## config.mk

```make
export PLATFORM = sky130hd
export DESIGN_NAME = alu_uart_sequencer
export DESIGN_NICKNAME = d
export VERILOG_FILES = /design/src/rtl/alu_uart_pkg.sv /design/src/rtl/alu_uart_sequencer_frame_timer.sv /design/src/rtl/alu_uart_sequencer.sv
export SDC_FILE = /design/constraint.sdc
export NUM_CORES = 1
export LEC_CHECK = 0
export CORE_MARGIN = 2
export CORE_UTILIZATION = 45
export CTS_BUF_LIST = sky130_fd_sc_hd__clkbuf_8
export CTS_CLUSTER_DIAMETER = 200
export DETAILED_ROUTE_END_ITERATION = 7
export PLACE_DENSITY = 0.79
export SYNTH_ARGS = -nofsm -noshare
export SYNTH_HDL_FRONTEND = slang
export SYNTH_SLANG_ARGS = --single-unit
```

## constraint.sdc

```tcl
create_clock -name i_clk -period 4.7 [get_ports i_clk]
set_input_delay 0.705 -clock i_clk [delete_from_list [all_inputs] [get_ports i_clk]]
set_output_delay 0.705 -clock i_clk [all_outputs]
set_load 0.005 [all_outputs]
```

## src/rtl/alu_uart_pkg.sv

```systemverilog
// Shared definitions for the UART/ALU frame sequencer: FSM state encoding,
// ALU op-code constants and a helper that sizes the inter-byte timeout counter.
package alu_uart_pkg;

    // Frame sequencer states (3-bit encoding)
    localparam logic [2:0] ST_WAIT_A  = 3'd0;
    localparam logic [2:0] ST_WAIT_B  = 3'd1;
    localparam logic [2:0] ST_WAIT_OP = 3'd2;
    localparam logic [2:0] ST_EXEC    = 3'd3;
    localparam logic [2:0] ST_SEND    = 3'd4;
    localparam logic [2:0] ST_WAIT_TX = 3'd5;

    // ALU op codes understood by the downstream ALU
    localparam logic [5:0] OP_ADD = 6'b100000;
    localparam logic [5:0] OP_SUB = 6'b100010;
    localparam logic [5:0] OP_AND = 6'b100100;
    localparam logic [5:0] OP_OR  = 6'b100101;
    localparam logic [5:0] OP_XOR = 6'b100110;
    localparam logic [5:0] OP_SRA = 6'b000011;
    localparam logic [5:0] OP_SRL = 6'b000010;
    localparam logic [5:0] OP_NOR = 6'b100111;

    // Counter width able to hold 0..cycles; never below one bit so that a
    // disabled (cycles == 0) timer still elaborates cleanly.
    function automatic int timer_width(input int cycles);
        int w;
        if (cycles < 2) begin
            w = 1;
        end else begin
            w = $clog2(cycles + 1);
        end
        return w;
    endfunction

endpackage

```

## src/rtl/alu_uart_sequencer_frame_timer.sv

```systemverilog
// Inter-byte timeout counter. Counts while enabled, restarts on clear, and
// flags expiry in the cycle the count reaches p_cycles-1. A clear in the same
// cycle suppresses expiry so that a byte arriving at the deadline is kept.
// p_cycles == 0 disables expiry entirely.
module frame_timer
    import alu_uart_pkg::*;
#(
    parameter int p_cycles = 1000000
) (
    input  logic i_clk,
    input  logic i_reset,
    input  logic i_clear,
    input  logic i_enable,
    output logic o_expire
);

    localparam int W         = timer_width(p_cycles);
    localparam int LIMIT_INT = (p_cycles > 0) ? (p_cycles - 1) : 0;
    localparam logic [W-1:0] LIMIT = W'(LIMIT_INT);

    logic [W-1:0] count_q;
    logic [W-1:0] count_d;
    logic         expire_s;

    // Expiry detection: enabled, not being cleared, and count at the limit
    always_comb begin
        expire_s = 1'b0;
        if ((p_cycles != 0) && i_enable && !i_clear && (count_q == LIMIT)) begin
            expire_s = 1'b1;
        end else begin
            expire_s = 1'b0;
        end
    end

    assign o_expire = expire_s;

    // Next count: clear wins, then restart on expiry, then count while enabled
    always_comb begin
        count_d = count_q;
        if (i_clear) begin
            count_d = '0;
        end else if (expire_s) begin
            count_d = '0;
        end else if (i_enable) begin
            count_d = count_q + W'(1);
        end else begin
            count_d = count_q;
        end
    end

    // Counter register
    always_ff @(posedge i_clk or posedge i_reset) begin
        if (i_reset) begin
            count_q <= '0;
        end else begin
            count_q <= count_d;
        end
    end

endmodule

```

## src/rtl/alu_uart_sequencer.sv

```systemverilog
// Frame sequencer between a byte-stream UART and a combinational ALU.
// Collects A, B and OP bytes, presents them to the ALU from registers,
// captures the result one cycle later and hands it to the transmitter.
// Every output comes straight from a flop.
module alu_uart_sequencer
    import alu_uart_pkg::*;
#(
    parameter int p_dataLength    = 8,
    parameter int p_opLength      = 6,
    parameter int p_timeoutCycles = 1000000
) (
    input  logic                    i_clk,
    input  logic                    i_reset,
    input  logic [7:0]              i_rxData,
    input  logic                    i_rxDone,
    input  logic                    i_txBusy,
    output logic                    o_txStart,
    output logic [7:0]              o_txData,
    output logic [p_dataLength-1:0] o_aluA,
    output logic [p_dataLength-1:0] o_aluB,
    output logic [p_opLength-1:0]   o_aluOp,
    input  logic [p_dataLength-1:0] i_aluResult,
    output logic                    o_frameError,
    output logic                    o_overrun
);

    logic [2:0]              state_q,       state_d;
    logic                    tx_first_q,    tx_first_d;
    logic                    tx_start_q,    tx_start_d;
    logic [7:0]              tx_data_q,     tx_data_d;
    logic [p_dataLength-1:0] alu_a_q,       alu_a_d;
    logic [p_dataLength-1:0] alu_b_q,       alu_b_d;
    logic [p_opLength-1:0]   alu_op_q,      alu_op_d;
    logic                    frame_error_q, frame_error_d;
    logic                    overrun_q,     overrun_d;

    logic collecting_s;
    logic byte_accept_s;
    logic timer_clear_s;
    logic timer_enable_s;
    logic timer_expire_s;

    // Byte acceptance and timer control, derived from the current state
    always_comb begin
        collecting_s   = 1'b0;
        timer_enable_s = 1'b0;
        case (state_q)
            ST_WAIT_A:  begin collecting_s = 1'b1; timer_enable_s = 1'b0; end
            ST_WAIT_B:  begin collecting_s = 1'b1; timer_enable_s = 1'b1; end
            ST_WAIT_OP: begin collecting_s = 1'b1; timer_enable_s = 1'b1; end
            default:    begin collecting_s = 1'b0; timer_enable_s = 1'b0; end
        endcase
        byte_accept_s = collecting_s && i_rxDone;
        timer_clear_s = (state_q == ST_WAIT_A) || byte_accept_s;
    end

    frame_timer #(
        .p_cycles (p_timeoutCycles)
    ) u_frame_timer (
        .i_clk    (i_clk),
        .i_reset  (i_reset),
        .i_clear  (timer_clear_s),
        .i_enable (timer_enable_s),
        .o_expire (timer_expire_s)
    );

    // FSM state register
    always_ff @(posedge i_clk or posedge i_reset) begin
        if (i_reset) begin
            state_q    <= ST_WAIT_A;
            tx_first_q <= 1'b0;
        end else begin
            state_q    <= state_d;
            tx_first_q <= tx_first_d;
        end
    end

    // FSM next-state logic; a received byte beats a timeout in the same cycle
    always_comb begin
        state_d    = state_q;
        tx_first_d = 1'b0;
        case (state_q)
            ST_WAIT_A: begin
                if (i_rxDone) state_d = ST_WAIT_B;
                else          state_d = ST_WAIT_A;
            end
            ST_WAIT_B: begin
                if (i_rxDone)            state_d = ST_WAIT_OP;
                else if (timer_expire_s) state_d = ST_WAIT_A;
                else                     state_d = ST_WAIT_B;
            end
            ST_WAIT_OP: begin
                if (i_rxDone)            state_d = ST_EXEC;
                else if (timer_expire_s) state_d = ST_WAIT_A;
                else                     state_d = ST_WAIT_OP;
            end
            ST_EXEC: begin
                state_d = ST_SEND;
            end
            ST_SEND: begin
                // tx_start_q high means the start pulse is on the wire now
                if (tx_start_q) begin
                    state_d    = ST_WAIT_TX;
                    tx_first_d = 1'b1;
                end else begin
                    state_d    = ST_SEND;
                end
            end
            ST_WAIT_TX: begin
                // busy may still read low in the cycle right after start
                if (tx_first_q)     state_d = ST_WAIT_TX;
                else if (!i_txBusy) state_d = ST_WAIT_A;
                else                state_d = ST_WAIT_TX;
            end
            default: begin
                state_d = ST_WAIT_A;
            end
        endcase
    end

    // FSM output logic: next values for every registered output
    always_comb begin
        alu_a_d       = alu_a_q;
        alu_b_d       = alu_b_q;
        alu_op_d      = alu_op_q;
        tx_data_d     = tx_data_q;
        tx_start_d    = 1'b0;
        frame_error_d = 1'b0;
        overrun_d     = 1'b0;
        case (state_q)
            ST_WAIT_A: begin
                if (i_rxDone) alu_a_d = i_rxData[p_dataLength-1:0];
                else          alu_a_d = alu_a_q;
            end
            ST_WAIT_B: begin
                if (i_rxDone)            alu_b_d       = i_rxData[p_dataLength-1:0];
                else if (timer_expire_s) frame_error_d = 1'b1;
                else                     alu_b_d       = alu_b_q;
            end
            ST_WAIT_OP: begin
                if (i_rxDone)            alu_op_d      = i_rxData[p_opLength-1:0];
                else if (timer_expire_s) frame_error_d = 1'b1;
                else                     alu_op_d      = alu_op_q;
            end
            ST_EXEC: begin
                // Registering the start here lets it appear on the first SEND cycle
                tx_data_d                 = '0;
                tx_data_d[p_dataLength-1:0] = i_aluResult;
                tx_start_d                = !i_txBusy;
                overrun_d                 = i_rxDone;
            end
            ST_SEND: begin
                if (!tx_start_q && !i_txBusy) tx_start_d = 1'b1;
                else                          tx_start_d = 1'b0;
                overrun_d = i_rxDone;
            end
            ST_WAIT_TX: begin
                overrun_d = i_rxDone;
            end
            default: begin
                overrun_d = 1'b0;
            end
        endcase
    end

    // Output and operand registers
    always_ff @(posedge i_clk or posedge i_reset) begin
        if (i_reset) begin
            alu_a_q       <= '0;
            alu_b_q       <= '0;
            alu_op_q      <= '0;
            tx_data_q     <= 8'h00;
            tx_start_q    <= 1'b0;
            frame_error_q <= 1'b0;
            overrun_q     <= 1'b0;
        end else begin
            alu_a_q       <= alu_a_d;
            alu_b_q       <= alu_b_d;
            alu_op_q      <= alu_op_d;
            tx_data_q     <= tx_data_d;
            tx_start_q    <= tx_start_d;
            frame_error_q <= frame_error_d;
            overrun_q     <= overrun_d;
        end
    end

    assign o_aluA       = alu_a_q;
    assign o_aluB       = alu_b_q;
    assign o_aluOp      = alu_op_q;
    assign o_txData     = tx_data_q;
    assign o_txStart    = tx_start_q;
    assign o_frameError = frame_error_q;
    assign o_overrun    = overrun_q;

endmodule

```

=== Word level (Yosys, flattened, before mapping) ===
Cells that the tools add are included.

* Add/subtract/negate cells: 1
* Equal/unequal tests: 6
* Multiplexer cells: 23
* Reduce and logical (&&, ||, !) cells: 16

{| class="wikitable"
|+ Operator list
! cell !! count
|-
| 20-bit two-way mux || 3
|-
| 20-bit by 1-bit adder with 20-bit output, second input constant || 1
|-
| 20-bit equality test, second input constant || 1
|-
| 3-bit one-hot mux with 6 select lines || 1
|-
| 1-bit two-way mux || 13
|-
| 3-bit by 2-bit equality test with 1-bit output, second input constant || 2
|-
| 3-bit equality test, second input constant || 2
|-
| 2-bit two-way mux || 3
|-
| 3-bit two-way mux || 2
|-
| 2-bit AND reduction || 3
|-
| 3-bit OR reduction || 2
|-
| 1-bit logical AND || 4
|-
| 3-bit by 1-bit equality test with 1-bit output, second input constant || 1
|-
| 1-bit logical NOT || 3
|-
| 3-bit logical NOT || 1
|-
| 3-bit nonzero test || 1
|-
| 1-bit one-hot mux with 2 select lines || 1
|-
| 2-bit OR reduction || 1
|-
| 1-bit logical OR || 1
|}

* Flip-flop bits (word level): 57
* Bits of input ports: 20
* Output and inout bits: 33
* Word-level logic and storage cells: 56

=== Depth between registers and ports, before layout ===
Gate-level depths: netlist of the first run.

* Depth after elaboration: 12
* Depth in mapped cells: 6
* Gate-level depth less buffers: 5

=== By module ===
A second synthesis of the first run with hierarchy kept.

* Cell total of the unflattened synthesis: 234
* Area total of the unflattened synthesis: 2715.1 sq um

{| class="wikitable"
|+ Modules (own cells, without submodules)
! module !! instances !! cells each !! area each (sq um) !! sequential area each (sq um)
|-
| alu_uart_sequencer || 1 || 102 || 1506.4 || 925.9
|-
| frame_timer || 1 || 132 || 1208.7 || 500.5
|}

=== Worst setup path after synthesis of the first run ===
No wires, ideal clock.

* Path kind: register to register
* From: register u_frame_timer.count_q[0]
* To: register u_frame_timer.count_q[18]
* Setup time: 0.095 ns
* Arrival time: 1.901 ns
* Data required time: 4.605 ns
* Slack: 2.705 ns
* Cell stages (with the launch flop): 7
* Path buffers: 1
* Clock period less this slack: 1.995 ns
* Cell sequence: dfrtp_1 ha_1 nand2_1 or4_1 clkbuf_1 or4_1 a211oi_1

* Word-level cells in the longest chain between the ends: 5
* Elaborated cells between the ends (all ways): 8
* Classes of those cells: add/sub: 1; eq/ne: 1; mux: 4; reduce/logical: 2

{| class="wikitable"
|+ Ends and longest elaborated chain
! what !! line !! source
|-
| from (decl) || alu_uart_sequencer_frame_timer.sv:21 || <nowiki>logic [W-1:0] count_q;</nowiki>
|-
| from (signal assigned) || alu_uart_sequencer_frame_timer.sv:56 || <nowiki>count_q <= count_d;</nowiki>
|-
| parallel branches: the longest is 5 deep, another holds 20-bit by 1-bit adder with 20-bit output || n/a ||
|}

Several ways; the timed one is not identified. The select of a mux whose other input is x is not followed.
A chain may end at the register's enable or synchronous reset.

=== Worst setup path after layout of the first run ===
* From: register state_q[0]
* To: register u_frame_timer.count_q[19]

* Word-level cells in the longest chain between the ends: 11
* Elaborated cells between the ends (all ways): 16
* Classes of those cells: eq/ne: 2; mux: 5; reduce/logical: 9

{| class="wikitable"
|+ Ends and longest elaborated chain
! what !! line !! source
|-
| from (decl) || alu_uart_sequencer.sv:27 || <nowiki>logic [2:0] state_q, state_d;</nowiki>
|-
| from (signal assigned) || alu_uart_sequencer.sv:73 || <nowiki>state_q <= state_d;</nowiki>
|-
| 3-bit by 2-bit equality test with 1-bit output (tied with other cells) || alu_uart_sequencer.sv:47 || <nowiki>case (state_q)</nowiki>
|-
| 3-bit OR reduction (no source line) || n/a ||
|-
| 1-bit two-way mux || alu_uart_sequencer.sv:47 ||
|-
| 1-bit logical AND || alu_uart_sequencer.sv:53 || <nowiki>byte_accept_s = collecting_s && i_rxDone;</nowiki>
|-
| 1-bit logical OR || alu_uart_sequencer.sv:54 || <nowiki>timer_clear_s = (state_q == ST_WAIT_A) || byte_accept_s;</nowiki>
|-
| 1-bit logical NOT || alu_uart_sequencer_frame_timer.sv:28 || <nowiki>if ((p_cycles != 0) && i_enable && !i_clear && (count_q == LIMIT)) begin</nowiki>
|-
| 1-bit logical AND (2 in series) || alu_uart_sequencer_frame_timer.sv:28 ||
|-
| 1-bit two-way mux || alu_uart_sequencer_frame_timer.sv:28 ||
|-
| 20-bit two-way mux || alu_uart_sequencer_frame_timer.sv:42 || <nowiki>end else if (expire_s) begin</nowiki>
|-
| 20-bit two-way mux || alu_uart_sequencer_frame_timer.sv:40 || <nowiki>if (i_clear) begin</nowiki>
|}

Parallel ways exist; a longest one is shown, timed or not.

==> impl_results.md, run 1 <==
* Status: finished, final reports clean
* Die width at 80.5 µm
* Post-DP HPWL at 3650 µm
* Initial antenna violation count at 0
* # Post-CTS Setup Buffers at 0
* Clk_lat worst skew at roughly 330 ps
* CP Launch Type: flop
* CP Max Fanout at 14
* DRT Pass-1 Iters at 4
* Post-route setup slack at 2390 ps
* Final Hold Vio Count at 0
* Peak per-stage delay on the critical path at 630 ps
* Most frequent cell after synthesis: dfrtp_1
* Worst-Margin Slew at approximately 700 ps
* Fmax achieved at approximately 430 MHz
* Post-synth EDFFs at 0
* HP Class: reg2reg
* Post-Synthesis Cell Area at ~2600 µm²
* Clock root buffer: clkbuf_8
* Final Cycle Share at 0.491
* Final Power at between 0.0015 and 0.002 W
* Synthesis Warnings at 0
* Fin crit period at around 2300 ps
* GP Congestion at about 0.77
* Async set-reset flop share out of synthesis at 1.00
* Synth top area share at 0.542
* Antenna diode count at 0
* Critical Path RT at 4950 ps
* Top FF cell, synth: dfrtp_1
* Clock Tree Buf Depth at 2
* Syn Nets at approximately 240
* Initial Util at 0.472
* FP Rows at 27
* Relative slew slack at 0.527
* Hold-fix buffers, CTS at 0
* CP bufs+invs at 0
* Synthesized instance count at approximately 220
* 1st-iter DRT viols at 96
* Slowest-stage cell, CP: or4_4
* Place WS at ~2100 ps
* DIE HEIGHT at 80.5 µm
* RSZ-0062 raised after global routing: false
* Max-cap violations at 0
* Overflow after GRT at 0
* CP Class: reg2reg
* Vias post-DR at slightly below 2k
* Fin area at about 3400 µm²
* Skew final at between 5 and 6 ps
* Distinct cell type count after synthesis at 45
* Share of cells above drive strength 1 at 0.208
* Die Area at ~6500 µm²
* CORE AREA at between 5000 and 6000 µm²
* Gr usage total at 0.186
* Dominant cell type by area after synthesis: dfrtp_1
* Mean Syn Cell Area at 11.8 µm²
* Area after DPL at ~3200 µm²
* First-pass GRT wire length at between 9000 and 10,000 µm
* Inserted Clock Buffers at 9
* Cts repair resizes at 0
* TritonCTS Sinks at 57
* Drt wl/cell at 15.2 µm
* Largest net degree at the start of global routing at just under 60
* Antenna Violating Nets Remaining at 0
* Vias/cell at 5.47
* PD cells at 546 nW/µm²
* IO Count at 53
* Area contributors post-synth: dfrtp_1 (54%), mux2_2 (13%), a211oi_2 (2.4%)
* Setup tns final at 0 ps
* Leak at ~1.4 nW
* Post-Route WL at around 5400 µm
* Cell chain of the critical path: a21o_1 > or4_4 > or4_1 > a211oi_2
* Slew Viols, Final at 0
* Final setup fails at 0
* CTS tree: done
* DRC at 0
* Setup crit end kind: flop
* Final #Nets at approximately 300
* Vias in the first global route at ~1.9k
* CP arrival at between 2000 and 3000 ps
* CTS HTree Levels at 3
* Area Growth Syn to Fin at 29.6%
* CP top delay family: simple AND/OR/NAND/NOR gates
* Sequential share of the synthesized area at 0.542
* Clk slew on worst S/H paths at around 60 ps
* Port bufs at between 50 and 60
* Yosys reg bits at 57
* VDD IR max at ~0.00036 V
* Top post-synthesis cells by count: dfrtp_1 (57), mux2_2 (30), nand2_1 (12)
## power by group
part           leakage, nW  internal, W  switching [W]  total (W)
combinational        0.519     0.000410       0.000230   0.000640
sequential           0.725     0.000647       0.000110   0.000757
clock                0.115     0.000283       0.000183   0.000466
## registers in the layout (all words and copies together), names as in the netlist
name                   flops
o_aluB                     8
u_frame_timer.count_q     20
o_aluOp                    6
state_q                    3
tx_first_q                 1
o_overrun                  1
o_frameError               1
o_txStart                  1
o_aluA                     8
o_txData                   8
## routing by layer
metal / part of all wire / global-route usage / vias up
met2: 0.45 / 0.257 / 53
li1: - / - / 937
met3: 0.068 / 0.0787 / 9
met5: 0 / 0 / -
met4: 0.015 / 0.0797 / 0
met1: 0.47 / 0.254 / 943
## area by class of cell
| cell class | count | area (µm²) |
|---|---|---|
| fill | 456 | 2160 |
| sequential | 57 | 1430 |
| multi-input combinational | 152 | 1140 |
| timing repair buffer | 54 | 536 |
| clock buffer | 12 | 165 |
| tap | 72 | 90.1 |
| clock inverter | 4 | 42.5 |
| inverter | 4 | 15.0 |
## placed cells by master, fill, tap and decap left out, types with 3 or more instances in the layout
cell	synthesis	routed
nand3_1	6	6
inv_1	4	5
or4_1	4	4
nand2b_1	3	3
clkbuf_8	0	12
nor4_1	7	7
xnor2_1	5	5
dfrtp_1	57	57
or3_1	10	10
mux2_2	30	30
nor2_1	9	9
a21oi_1	8	8
clkdlybuf4s50_1	0	52
a211oi_2	5	5
o21ai_0	10	10
nand4_1	3	3
o31ai_1	3	3
nor3_1	8	8
nand2_1	12	12
## path summary, 6_finish.rpt
kind / start / endpoint / slack, ps / cells past startpoint
min in group asynchronous: i_reset / u_frame_timer.count_q[19]$_DFFE_PP0P_ / 880 / 3
worst min register to register: o_aluA[7]$_DFFE_PP0P_ / o_aluA[7]$_DFFE_PP0P_ / 500 / 1
max in group asynchronous: i_reset / u_frame_timer.count_q[0]$_DFFE_PP0P_ / 3340 / 3
worst min-delay path: o_aluA[7]$_DFFE_PP0P_ / o_aluA[7]$_DFFE_PP0P_ / 500 / 1
worst max register to register: state_q[0]$_DFF_PP0_ / u_frame_timer.count_q[19]$_DFFE_PP0P_ / 2390 / 4
worst max-delay path: state_q[0]$_DFF_PP0_ / u_frame_timer.count_q[19]$_DFFE_PP0P_ / 2390 / 4
## through the flow
step | instances | hold WS (ps) | utilization
global route | 355 | 516 | 0.612
global placement | 339 | 488 | 0.575
floorplan | 223 | 472 | -
finish | 355 | 502 | 0.612
CTS | 355 | 506 | 0.612
detailed placement | 339 | 492 | 0.575
## kinds of logic (layout without fill, tap and decap cells)
logic type	after synthesis	after routing	synth area share
AND/OR/NAND/NOR	78	78	0.178
flip-flops	57	57	0.542
AO/OA/AOI/OAI	35	35	0.0941
multiplexers	31	31	0.132
buffers and inverters	14	74	0.0261
XOR/XNOR	7	7	0.0233
adder cells (fa/ha/maj)	1	1	0.00475
## worst register-to-register path, cell delays in order, from the launching register on
cell      delay, ps
dfrtp_1         540
a21o_1          340
or4_4           630
or4_1           510
a211oi_2        220
No activity file was read; power rests on OpenSTA's default activity.
==> run 2: changes to the inputs <==
--- a/config.mk
+++ b/config.mk
@@ -10,7 +10,7 @@
 export CTS_BUF_LIST = sky130_fd_sc_hd__clkbuf_8
 export CTS_CLUSTER_DIAMETER = 200
 export DETAILED_ROUTE_END_ITERATION = 7
-export PLACE_DENSITY = 0.79
+export PLACE_DENSITY = 0.82
 export SYNTH_ARGS = -nofsm -noshare
 export SYNTH_HDL_FRONTEND = slang
 export SYNTH_SLANG_ARGS = --single-unit
==> constraint.sdc (replaced) <==
create_clock -name i_clk -period 1.9 [get_ports i_clk]
set_input_delay 0.285 -clock i_clk [delete_from_list [all_inputs] [get_ports i_clk]]
set_output_delay 0.285 -clock i_clk [all_outputs]
set_load 0.005 [all_outputs]
==> impl_results.md, run 2 (synthesis results as in run 1) <==
* Share of cells above drive strength 1 at 0.318
* Most numerous cell on the critical path: or4_4
* Worst Setup SP: state_q[0]$_DFF_PP0_
* TritonCTS Sinks at 57
* Clock root buffer: clkbuf_8
* 1st-iter DRT viols at ~190
* Fmax achieved at around 530 MHz
* Drt wl/cell at ~16 µm
* Most frequent cells in the layout: dfrtp_1 (56), clkdlybuf4s50_1 (52), mux2_2 (30)
* Vias post-DR at 2,116
* Vias/cell at ~5.5
* Final #Nets at ~330
* Final Hold Vio Count at 0
* Fin crit period at approximately 1900 ps
* # fillers at approximately 390
* Post-Route WL at approximately 6300 µm
* Hold_ws at 308 ps
* Port bufs at 52
* Vias in the first global route at 2,222
* CP Class: reg2reg
* DRC at 0
* Antenna diode count at 0
* DIE HEIGHT at between 80 and 90 µm
* HP Class: in2async
* Cell chain of the critical path: a21o_1 > or4_4 > or4_4 > a211oi_2
* Final Cycle Share at 0.986
* Worst-Margin Slew at 409 ps
* Max reg flops at 20
* Setup crit end kind: flop
* DRT Pass-1 Iters at 4
* Post-Layout Cell Count at around 380
* Clk_lat worst skew at between 300 and 400 ps
* CP Max Fanout at 3
* CP top delay family: simple AND/OR/NAND/NOR gates
* Biggest register: u_frame_timer.count_q
* IO Count at 53
* Status: finished, final reports clean
* Final setup fails at 0
* Post-DP HPWL at slightly above 4000 µm
* Die width at roughly 80 µm
* Initial Util at 0.472
* Initial antenna violation count at 0
* Max-cap violations at 0
* GP Congestion at between 0.9 and 1
* FP Rows at 27
* Critical Path RT at between 2000 and 2500 ps
* Inserted Clock Buffers at 9
* CTS HTree Levels at 3
* First-pass GRT wire length at between 10,000 and 15,000 µm
* Slew Viols, Final at 0
* CTS tree: done
* Gr usage total at 0.220
* Slowest-stage cell, CP: or4_4
* CP Launch Type: flop
* Overflow after GRT at 0
* Largest net degree at the start of global routing at 58
* Most common cell after layout, fill and taps aside: dfrtp_1
* Worst R2R Start: state_q[0]$_DFF_PP0_
* CP bufs+invs at 0
* Antenna Violating Nets Remaining at 0
* Area Growth Syn to Fin at 41.0%
* Placed cells at approximately 360
* PD cells at around 1300 nW/µm²
* Skew final at around 8.2 ps
* Peak per-stage delay on the critical path at ~510 ps
* VDD IR max at between 0.001 and 0.0015 V
* CP arrival at around 2100 ps
* Clk slew on worst S/H paths at around 60 ps
* Clock Tree Buf Depth at 2
* Relative slew slack at 0.725
* CORE AREA at ~5600 µm²
* Die Area at 6480 µm²
* Leak at 1.52 nW
run 2: layout make-up:
class                           count  area, µm²  area share
Sequential cell                    57       1430       0.385
Multi-Input combinational cell    152       1180       0.319
Timing Repair Buffer               82        766       0.206
Clock buffer                       11        151      0.0408
Tap cell                           72       90.1      0.0243
Clock inverter                      5       78.8      0.0212
Inverter                            4       15.0     0.00404
run 2: path summary, 6_finish.rpt:
check,end,cells past startpoint,slack [ps]
min in group i_clk,o_txData[6]$_DFFE_PP0N_,1,500
hold reg to reg,o_txData[6]$_DFFE_PP0N_,1,500
setup reg to reg,u_frame_timer.count_q[18]$_DFFE_PP0P_,4,30
setup / recovery,u_frame_timer.count_q[18]$_DFFE_PP0P_,4,30
hold / removal,u_frame_timer.count_q[9]$_DFFE_PP0P_,3,310
max in group asynchronous,u_frame_timer.count_q[2]$_DFFE_PP0P_,3,1320
run 2: report_power, final:
| part | internal (W) | total [W] | switching (W) |
|---|---|---|---|
| Clock | 0.000805 | 0.00130 | 0.000493 |
| Combinational | 0.00115 | 0.00185 | 0.000705 |
| Sequential | 0.00160 | 0.00181 | 0.000207 |
run 2: layer usage:
layer  routed length (µm)  vias to the layer above  track usage
met5                    0                        -            0
met2                 3180                       67        0.339
li1                     -                      988            -
met1                 2610                     1049        0.277
met4                   74                        0       0.0881
met3                  421                       12       0.0865
run 2: tightest hold or removal path, stage by stage:
cell	delay, ps
clkdlybuf4s50_1	410
inv_2	70
buf_12	260
run 2: what timing repair did:
item / 4_1_cts / 5_1_grt
setup endpoints to repair: 3 / 15
buffers inserted: 1 / 2
pin swaps: 0 / 6
resized for setup: 4 / 7
hold buffers: 0 / 0
run 2: stage by stage:
stage	area, µm²	setup TNS, ps	utilization	power [W]	setup WS, ps
finish	3710	0	0.666	0.00496	26.1
global route	3710	-3.90	0.666	0.00524	-2.36
CTS	3670	0	0.658	0.00500	4.39
detailed placement	3420	-40.8	0.613	0.00364	-40.8
global placement	3420	0	0.613	0.00358	75.0
floorplan	2650	-59.3	-	0.00262	-59.3
==> patch (settings of run 1) <==
Make the reset (`i_reset`) synchronous in 3 clocked blocks.
--- a/src/rtl/alu_uart_sequencer_frame_timer.sv
+++ b/src/rtl/alu_uart_sequencer_frame_timer.sv
@@ -49,7 +49,7 @@
     end
 
     // Counter register
-    always_ff @(posedge i_clk or posedge i_reset) begin
+    always_ff @(posedge i_clk) begin
         if (i_reset) begin
             count_q <= '0;
         end else begin
--- a/src/rtl/alu_uart_sequencer.sv
+++ b/src/rtl/alu_uart_sequencer.sv
@@ -65,7 +65,7 @@
     );
 
     // FSM state register
-    always_ff @(posedge i_clk or posedge i_reset) begin
+    always_ff @(posedge i_clk) begin
         if (i_reset) begin
             state_q    <= ST_WAIT_A;
             tx_first_q <= 1'b0;
@@ -164,7 +164,7 @@
     end
 
     // Output and operand registers
-    always_ff @(posedge i_clk or posedge i_reset) begin
+    always_ff @(posedge i_clk) begin
         if (i_reset) begin
             alu_a_q       <= '0;
             alu_b_q       <= '0;
Function: differs if i_reset is asserted again (counterexample within 4 cycles, from zero or initial values and one cycle with i_reset high); with i_reset held inactive, the same outputs for 10 cycles.
==> patch against run 1 <==
Worst setup slack worse by 0.12 ns; highest routed layer unchanged; synthesized area is 8.2% lower; maximum frequency fell by 4.9%; count of clock-buffer cells in the layout did not move; critical endpoint is now state_q[0]$_SDFF_PP0_; final cell count is 9.6% higher; critical path depth unchanged; non-clock buffer count unchanged; synthesized cell count grew 19%; routed wire length fell by 6.4%; sequential cell count stayed put; final area is 6.6% lower; utilization increased by 0.79 points; largest cell class is now multi-input combinational cells.
Power is not compared: it rests on default switching activity, and its combinational part moved more than twofold at a synthesized area within 25%.
==> patch: results (changes against run 1) <==
| Metric | Value |
|---|---|
| Net Count, Synth | 287 (+18%) |
| Total Routing Usage GR | 17.8% (-0.76 points) |
| Crit. Startpoint | u_frame_timer.count_q[3]$_SDFFE_PP0P_ |
| Vias per inst | 5.14 (-6.1%) |
| Critical path's slowest cell | nor3_2 |
| Final setup skew | 0.00483 ns (-0.000417 ns) |
| Yosys cell types | 41 (-8.9%) |
| CTS H-tree lvls | 3 (unchanged) |
| DP HPWL | 3300 um (-9.6%) |
| Largest net degree at the start of global routing | 39 (-33%) |
| Initial DRC Count | 53 (-45%) |
| Antenna violations before repair | 0 (unchanged) |
| CP peak stage delay | 1.02 ns (+0.39 ns) |
| Drt first pass iters | 4 (unchanged) |
| Crit-path max FO | 20 (+6) |
| Layout net count | 335 (+12%) |
| Vias in the first global route | 1899 (-0.42%) |
| Area contributors post-synth | dfxtp_1 (47%), mux2i_1 (9.5%), nor2_1 (4.3%), nand2_1 (4.0%), a211oi_1 (3.4%) |
| Status | finished clean |
| Port bufs | 52 (unchanged) |
| Global placer's final weighted congestion | 0.829 (+7.5%) |
| Fill count | 444 (-2.6%) |
| Synth top cells by count | dfxtp_1 (57), nor2_1 (28), nand2_1 (26) |
| WP data arrival | 2.60 ns (+0.04 ns) |
| Sequential share of the synthesized area | 47.2% (-7.0 points) |
| Ratio of cells with drive above 1 in the final layout | 6.58% (-14 points) |
| Async S/R FF share, synth | 0% (-100 points) |
| Routed len/inst | 13.0 um (-15%) |
| Relative slew slack | 16.4% (-36 points) |
| First-pass GRT wire length | 8600 um (-5.5%) |
| Worst hold path startpoint | o_aluA[7]$_SDFFE_PP0P_ |
| Num CTS Buffers | 9 (unchanged) |
| Pre-CTS setup slack | 2.28 ns (+0.177 ns) |
## patch: cell count changes in the layout (fill, tap and decap cells not counted), sizes merged, moves of 14 or more
cell / delta
nand2: +14
dfxtp: +57
dfrtp: -57
mux2i: +22
nor2: +20
mux2: -30
## patch: path summary, 6_finish.rpt
kind / end / slack, ns / depth (start not counted)
min reg2reg: o_aluA[7]$_SDFFE_PP0P_ / 0.46 / 2
min: o_aluA[7]$_SDFFE_PP0P_ / 0.46 / 2
max reg2reg: state_q[0]$_SDFF_PP0_ / 2.27 / 4
max: state_q[0]$_SDFF_PP0_ / 2.27 / 4
## patch: layout make-up
type	instances	area [sq um]	area share, %
inverter	2	7.51	0.236
clock inverter	4	50.0	1.57
tap	70	87.6	2.75
sequential	57	1140	35.8
timing repair buffer	54	536	16.8
multi-input combinational	190	1200	37.7
clock buffer	12	165	5.18
## patch: cells by family (layout without fill, tap and decap cells)
| family | count (synthesis) | after routing | synth area share, % |
|---|---|---|---|
| compound gates | 39 | 39 | 10.0 |
| flops | 57 | 57 | 47.2 |
| mux | 23 | 23 | 9.52 |
| fa+ha+maj | 2 | 2 | 0.932 |
| xor+xnor | 11 | 11 | 4.30 |
| simple gates | 115 | 115 | 24.6 |
| buf+inv | 19 | 72 | 3.36 |
## patch: tightest hold or removal path, stage by stage, from the launching register on
cell and delay [ns]:
dfxtp_1 0.31, nand2_1 0.05, a21oi_1 0.05
## patch: layer usage
metal  share of wire [%]  vias up  global-route usage (%)
met5                   0        -                       0
met4                 1.3        0                    9.29
met3                 6.8        9                    5.88
met2                  43       49                    26.9
met1                  49      906                    22.5
li1                    -     1035                       -
## patch: metrics by stage
step / utilization, % / total power, W / std cells / area, sq um
detailed placement: 57.8 / 0.000625 / 373 / 2970
finish: 62.0 / 0.00110 / 389 / 3190
global placement: 57.8 / 0.000624 / 373 / 2970
CTS: 62.0 / 0.00111 / 389 / 3190
floorplan: - / 0.000575 / 266 / 2420
global route: 62.0 / 0.00114 / 389 / 3190
## patch: power by group
part	internal [W]	leakage [nW]	switching [W]
Clock	0.000287	0.105	0.000195
Combinational	0.0000562	0.531	0.0000488
Sequential	0.000497	0.461	0.0000132
Total	0.000840	1.10	0.000257
